## config.mk

```make
export PLATFORM = sky130hd
export DESIGN_NAME = mod_load_store_unit_flat
export DESIGN_NICKNAME = d
export VERILOG_FILES = /design/src/rtl/lsu_pkg.sv /design/src/rtl/lsu_if.sv /design/src/rtl/mod_lsu_lane_align.sv /design/src/rtl/mod_load_store_unit.sv /design/src/flat_wrapper.sv
export SDC_FILE = /design/constraint.sdc
export NUM_CORES = 1
export LEC_CHECK = 0
export ABC_AREA = 1
export ABC_CLOCK_PERIOD_IN_PS = 2450
export BUFFER_PORTS_ARGS = -buffer_cell sky130_fd_sc_hd__clkbuf_2
export CORE_MARGIN = 2
export CORE_UTILIZATION = 49
export CTS_CLUSTER_SIZE = 20
export DETAILED_ROUTE_END_ITERATION = 6
export PLACE_DENSITY = 0.78
export SLEW_MARGIN = 10
export SYNTH_ARGS = -nofsm -noshare
export SYNTH_HDL_FRONTEND = slang
export SYNTH_SLANG_ARGS = --single-unit
```

## constraint.sdc

```tcl
create_clock -name clk -period 2.45 [get_ports clk]
set_input_delay 0.1225 -clock clk [delete_from_list [all_inputs] [get_ports clk]]
set_output_delay 0.1225 -clock clk [all_outputs]
set_load 0.005 [all_outputs]
```

## src/rtl/lsu_pkg.sv

```systemverilog
// Shared types for the load/store unit: op codes, FSM encoding, access size decode.
package lsu_pkg;

  localparam int MEM_WORDS_DEF = 64;

  typedef enum logic [2:0] {
    OP_LW  = 3'd0,
    OP_LH  = 3'd1,
    OP_LHU = 3'd2,
    OP_LB  = 3'd3,
    OP_LBU = 3'd4,
    OP_SW  = 3'd5,
    OP_SH  = 3'd6,
    OP_SB  = 3'd7
  } lsu_op_e;

  typedef enum logic [1:0] {
    ST_IDLE = 2'd0,
    ST_RD   = 2'd1,
    ST_WR   = 2'd2,
    ST_RESP = 2'd3
  } lsu_state_e;

  typedef enum logic [1:0] {
    SZ_BYTE = 2'd0,
    SZ_HALF = 2'd1,
    SZ_WORD = 2'd2
  } lsu_size_e;

  function automatic logic is_store(lsu_op_e op);
    return (op == OP_SW) || (op == OP_SH) || (op == OP_SB);
  endfunction

  function automatic lsu_size_e op_size(lsu_op_e op);
    lsu_size_e sz;
    case (op)
      OP_LH, OP_LHU, OP_SH: sz = SZ_HALF;
      OP_LB, OP_LBU, OP_SB: sz = SZ_BYTE;
      default:              sz = SZ_WORD;
    endcase
    return sz;
  endfunction

endpackage

```

## src/rtl/lsu_if.sv

```systemverilog
// Pipeline request/response handshake plus the data-memory port of the LSU.
// master = the LSU itself, slave = pipeline and memory side.
interface lsu_if #(parameter int ADDR_W = 32);
  logic              req_valid;
  logic              req_ready;
  logic [2:0]        req_op;
  logic [ADDR_W-1:0] req_addr;
  logic [31:0]       req_wdata;
  logic              resp_valid;
  logic [31:0]       resp_rdata;
  logic              resp_err;
  logic              mem_read;
  logic              mem_write;
  logic [31:0]       data_address_1;
  logic [31:0]       write_data;
  logic [31:0]       data_out_1;

  modport master (
    input  req_valid, req_op, req_addr, req_wdata, data_out_1,
    output req_ready, resp_valid, resp_rdata, resp_err,
           mem_read, mem_write, data_address_1, write_data
  );

  modport slave (
    output req_valid, req_op, req_addr, req_wdata, data_out_1,
    input  req_ready, resp_valid, resp_rdata, resp_err,
           mem_read, mem_write, data_address_1, write_data
  );
endinterface

```

## src/rtl/mod_lsu_lane_align.sv

```systemverilog
// Little-endian lane handling: load extract/extend and store merge into a word.
module mod_lsu_lane_align
  import lsu_pkg::*;
(
  input  logic [31:0] rd_word,
  input  logic [31:0] wdata,
  input  logic [1:0]  byte_off,
  input  lsu_op_e     op,
  output logic [31:0] ld_result,
  output logic [31:0] st_merged
);

  logic [7:0]  ld_byte;
  logic [15:0] ld_half;

  // Select the addressed lane and extend it per load flavour.
  always_comb begin
    ld_byte   = rd_word[{byte_off, 3'b000} +: 8];
    ld_half   = rd_word[{byte_off[1], 4'b0000} +: 16];
    ld_result = rd_word;
    case (op)
      OP_LB:   ld_result = {{24{ld_byte[7]}}, ld_byte};
      OP_LBU:  ld_result = {24'h0, ld_byte};
      OP_LH:   ld_result = {{16{ld_half[15]}}, ld_half};
      OP_LHU:  ld_result = {16'h0, ld_half};
      default: ld_result = rd_word;
    endcase
  end

  // Overlay the store lane onto the word just read; other lanes pass through.
  always_comb begin
    st_merged = rd_word;
    case (op)
      OP_SB:   st_merged[{byte_off, 3'b000} +: 8]     = wdata[7:0];
      OP_SH:   st_merged[{byte_off[1], 4'b0000} +: 16] = wdata[15:0];
      default: st_merged = wdata;
    endcase
  end

endmodule

```

## src/rtl/mod_load_store_unit.sv

```systemverilog
// Load/store unit: one request in flight, byte/half access via read-modify-write,
// misalignment and range errors answered without touching memory.
//
//   state   | meaning
//   --------+-----------------------------------------------------------
//   IDLE    | ready for a request; latches op/addr/wdata on accept
//   RD      | mem_read cycle; load result or merged SB/SH word captured
//   WR      | mem_write cycle with merged word (SB/SH) or wdata (SW)
//   RESP    | one-cycle resp_valid pulse, then back to IDLE
module mod_load_store_unit
  import lsu_pkg::*;
#(
  parameter int MEM_WORDS = MEM_WORDS_DEF,
  parameter int ADDR_W    = 32
) (
  input  logic  clk,
  input  logic  reset,
  lsu_if.master bus
);

  localparam logic [ADDR_W-1:0] MEM_WORDS_L = ADDR_W'(MEM_WORDS);

  lsu_state_e        state_q, state_d;
  lsu_op_e           op_q;
  lsu_op_e           req_op;
  lsu_size_e         req_size;
  logic [ADDR_W-1:0] addr_q;
  logic [31:0]       store_word_q;
  logic [31:0]       rdata_q;
  logic              err_q;
  logic              accept;
  logic              acc_err;
  logic [31:0]       ld_result;
  logic [31:0]       st_merged;

  assign req_op = lsu_op_e'(bus.req_op);
  assign accept = reset && (state_q == ST_IDLE) && bus.req_valid;

  // Classify the incoming request: misaligned for its size or beyond the memory.
  always_comb begin
    req_size = op_size(req_op);
    acc_err  = ((req_size == SZ_WORD) && (bus.req_addr[1:0] != 2'b00)) ||
               ((req_size == SZ_HALF) && bus.req_addr[0]) ||
               ((bus.req_addr >> 2) >= MEM_WORDS_L);
  end

  mod_lsu_lane_align u_lane_align (
    .rd_word   (bus.data_out_1),
    .wdata     (store_word_q),
    .byte_off  (addr_q[1:0]),
    .op        (op_q),
    .ld_result (ld_result),
    .st_merged (st_merged)
  );

  // State register.
  always_ff @(posedge clk) begin
    if (!reset) state_q <= ST_IDLE;
    else        state_q <= state_d;
  end

  // Next-state logic.
  always_comb begin
    state_d = state_q;
    case (state_q)
      ST_IDLE: begin
        if (accept) begin
          if (acc_err)              state_d = ST_RESP;
          else if (req_op == OP_SW) state_d = ST_WR;
          else                      state_d = ST_RD;
        end
      end
      ST_RD:   state_d = is_store(op_q) ? ST_WR : ST_RESP;
      ST_WR:   state_d = ST_RESP;
      ST_RESP: state_d = ST_IDLE;
      default: state_d = ST_IDLE;
    endcase
  end

  // Request latches and result capture; store_word_q doubles as the RMW buffer.
  always_ff @(posedge clk) begin
    if (!reset) begin
      op_q         <= OP_LW;
      addr_q       <= '0;
      store_word_q <= '0;
      rdata_q      <= '0;
      err_q        <= 1'b0;
    end else begin
      case (state_q)
        ST_IDLE: begin
          if (accept) begin
            op_q         <= req_op;
            addr_q       <= bus.req_addr;
            store_word_q <= bus.req_wdata;
            rdata_q      <= '0;
            err_q        <= acc_err;
          end
        end
        ST_RD: begin
          if (is_store(op_q)) store_word_q <= st_merged;
          else                rdata_q      <= ld_result;
        end
        default: ;
      endcase
    end
  end

  // Output drive; strobes are gated by reset so nothing fires in a reset cycle.
  always_comb begin
    bus.req_ready      = reset && (state_q == ST_IDLE);
    bus.mem_read       = reset && (state_q == ST_RD);
    bus.mem_write      = reset && (state_q == ST_WR);
    bus.resp_valid     = reset && (state_q == ST_RESP);
    bus.resp_rdata     = rdata_q;
    bus.resp_err       = err_q;
    bus.data_address_1 = 32'(addr_q >> 2);
    bus.write_data     = bus.mem_write ? store_word_q : 32'h0;
  end

endmodule

```

## src/flat_wrapper.sv

```systemverilog
// flat-port wrapper written by rule: the top's interface ports become plain ports
module mod_load_store_unit_flat import lsu_pkg::*;
#(
  parameter int MEM_WORDS = MEM_WORDS_DEF,
  parameter int ADDR_W    = 32
)
  (clk, reset, bus_req_valid, bus_req_op, bus_req_addr, bus_req_wdata, bus_data_out_1, bus_req_ready, bus_resp_valid, bus_resp_rdata, bus_resp_err, bus_mem_read, bus_mem_write, bus_data_address_1, bus_write_data);
  lsu_if #(.ADDR_W(ADDR_W)) bus_i ();
  input  logic clk;
  input  logic reset;
  input wire logic [$bits(bus_i.req_valid)-1:0] bus_req_valid;
  input wire logic [$bits(bus_i.req_op)-1:0] bus_req_op;
  input wire logic [$bits(bus_i.req_addr)-1:0] bus_req_addr;
  input wire logic [$bits(bus_i.req_wdata)-1:0] bus_req_wdata;
  input wire logic [$bits(bus_i.data_out_1)-1:0] bus_data_out_1;
  output wire logic [$bits(bus_i.req_ready)-1:0] bus_req_ready;
  output wire logic [$bits(bus_i.resp_valid)-1:0] bus_resp_valid;
  output wire logic [$bits(bus_i.resp_rdata)-1:0] bus_resp_rdata;
  output wire logic [$bits(bus_i.resp_err)-1:0] bus_resp_err;
  output wire logic [$bits(bus_i.mem_read)-1:0] bus_mem_read;
  output wire logic [$bits(bus_i.mem_write)-1:0] bus_mem_write;
  output wire logic [$bits(bus_i.data_address_1)-1:0] bus_data_address_1;
  output wire logic [$bits(bus_i.write_data)-1:0] bus_write_data;
  assign bus_i.req_valid = bus_req_valid;
  assign bus_i.req_op = bus_req_op;
  assign bus_i.req_addr = bus_req_addr;
  assign bus_i.req_wdata = bus_req_wdata;
  assign bus_i.data_out_1 = bus_data_out_1;
  assign bus_req_ready = bus_i.req_ready;
  assign bus_resp_valid = bus_i.resp_valid;
  assign bus_resp_rdata = bus_i.resp_rdata;
  assign bus_resp_err = bus_i.resp_err;
  assign bus_mem_read = bus_i.mem_read;
  assign bus_mem_write = bus_i.mem_write;
  assign bus_data_address_1 = bus_i.data_address_1;
  assign bus_write_data = bus_i.write_data;
  mod_load_store_unit #(.MEM_WORDS(MEM_WORDS), .ADDR_W(ADDR_W)) u_core (.clk(clk), .reset(reset), .bus(bus_i));
endmodule
```

==> run metrics <==
outcome completed; Slew @ Worst Pin 0.805 ns; CP Launch Type register; Peak VDD IR 0.603 mV; initial antenna violation count 0; Final Critical Period 2.15 ns; Area contributors post-synth dfxtp_1, nand2_1, o21ai_0, nand3_1, inv_1; Sum Neg Setup Slack 0 ns; Avg WL per Cell 14.3 µm; Ys Warns 0; total global routing overflow 0; Seq pwr share 0.344; gr usage total 0.289; Die H 116 µm; number of antenna diodes 0; synth unique cells 32; Post-synth top flop dfxtp_1; syn avg cell area 6.12 µm²; Final Wtd Congestion 0.911; Critical Path AT 2.46 ns; Setup crit end kind register; Slew HR 0.463; number of fill cells 1144; busiest grt layer met2; fin. max-slew vios 0; DR vias/cell 5.19; Reg clk slew, reported paths 0.07 ns; WP data required 2.76 ns; H-tree lvl count 3; Final Net Count 1290; Hold Path Class primary input to register; buffers added on ports 200; Max Freq 0.465 GHz; # clock sinks 102; ANT nets after route 0; Iteration-0 DRC Markers 786; starting density of the core 0.506; sequential fraction of the synthesis area 0.332; total routed wirelength 19.4 mm; clock buffer count from CTS 9; IO Pins 203; DRC viols 0; critical-path cell list inv_2 -> ha_1 -> clkinv_1 -> nand2_1 -> o21ai_1 -> nand3_1 -> nand2_1 -> nor2_1 -> nor2_1; Final setup violation count 0; CTS max path bufs 2; GR Layer Usage met3 0.0612; top cell type by total area after synthesis dfxtp_1; Synth top area share 0.332; M2 GR Usage 0.469; EDFF count, synth 0; Sw Ratio 0.417; Leakage 0.00397 µW; first-pass GRT wire length 30.8 mm; drt pass-1 iters 6; Post-Synthesis Cell Area 0.00616 mm²; DIE AREA 0.0135 mm²; synth-to-layout area growth 24.4%; asr flop ratio synth 0; largest net degree at the start of global routing 48; CTS tree yes; DP HPWL 13.9 mm; CP Max Fanout 17; #FFs+latches synth 102; share of layout cells above drive strength 1 0.209; GR Util met1 0.375; Layout Skew 0.00616 ns; vias in the first global route 6444; RSZ-0062 raised after global routing false; P_int 3890 µW; num rows 40; final period utilization 0.878; sw power 2780 µW; max cap viols 0; post-CTS setup buffers 0; Core Area 0.0122 mm²; final hold violation count 0; PwrDens 870 mW/mm²; CP peak stage delay 0.58 ns; via count 7018; Die Wd 116 µm; Clk pwr share 0.224; Top delay family on crit path flip-flops; Slowest cell on crit path dfxtp_1; clk_lat worst skew 0.36 ns; CP Buf/Inv Count 2; Cells after Synth 1007; Clock Root Buffer clkbuf_16; combinational share of power 0.433; critical path type register to register; final core utilization 0.630
## cell usage after synthesis (all sizes together) (6+ instances only)
library cell,count
o21ai,108
o22ai,15
nor2,110
inv,114
a22oi,6
buf,51
a21oi,54
dfxtp,102
nand2,277
ha,9
a31oi,10
nand3,102
clkbuf,37
## registers in the layout, indices dropped and copies added, names as in the netlist
signal / cells
u_core.op_q: 3
u_core.bus.resp_rdata: 32
u_core.bus.resp_err: 1
u_core.addr_q: 32
u_core.store_word_q: 32
u_core.state_q: 2
## cell type report
type                       instances  area (µm²)  area share
sequential                       102        2040       0.267
multi-input combinational        703        3220       0.420
inverter                         115         432      0.0564
clock buffer                      10         239      0.0312
tap                              168         210      0.0274
timing repair buffer             248        1450       0.189
clock inverter                     6        70.1     0.00915
## routing by layer
layer | vias up | share of wire
li1 | 3523 | -
met1 | 3112 | 0.42
met2 | 334 | 0.46
met3 | 49 | 0.084
met4 | 0 | 0.031
met5 | - | 0
## worst min-delay path, cell delays in order
cell and delay (ns):
clkbuf_2 0.08, nand2_1 0.05, a31oi_1 0.07
## cells by family after synthesis
group,Yosys count,share of synthesized area
other,1,0.000609
buffers and inverters,203,0.149
AO/OA/AOI/OAI,198,0.174
adder cells (fa/ha/maj),9,0.0183
flip-flops,102,0.332
AND/OR/NAND/NOR,494,0.328
## power by group through the flow
stage	clock, µW	sequential [µW]	combinational (µW)
CTS	1510	2280	2850
global route	1570	2330	3280
floorplan	0	2260	2080
global placement	0	2310	2760
detailed placement	0	2320	2790
finish	1490	2290	2880
## final timing paths
| check | startpoint | end | slack [ns] | depth (start not counted) |
|---|---|---|---|---|
| max | u_core.addr_q[1] | u_core.store_word_q[6] | 0.30 | 9 |
| min | bus_req_wdata[18] | u_core.store_word_q[18] | 0.01 | 3 |
| max reg2reg | u_core.addr_q[1] | u_core.store_word_q[6] | 0.30 | 9 |
| min reg2reg | u_core.bus.resp_rdata[31] | u_core.bus.resp_rdata[31] | 0.46 | 2 |
## what timing repair did
action	CTS	global route
endpoints found under the setup margin	0	24
resized for setup	0	1
endpoints found under the hold margin	30	0
hold buffers	30	0
## placed cells by master, fill, tap and decap left out, drive strengths merged, types with 6 or more instances in the layout
master       count
a21oi           54
a22oi            6
a31oi           10
buf             18
clkbuf         210
dfxtp          102
dlygate4sd3     30
ha               9
inv            115
nand2          277
nand3          102
nor2           110
o21ai          108
o22ai           15
## per-stage QoR
stage	cells	power, µW	cell area [µm²]	hold slack [ns]	setup slack (ns)
detailed placement	1306	5110	7040	0.327	0.222
global route	1352	7170	7660	0.0431	0.0717
floorplan	1008	4340	6160	0.233	0.342
CTS	1352	6640	7650	0.0107	0.209
global placement	1306	5080	7040	0.319	0.335
finish	1352	6670	7660	0.00956	0.299
Note: power is estimated with default switching activity, not from simulation.
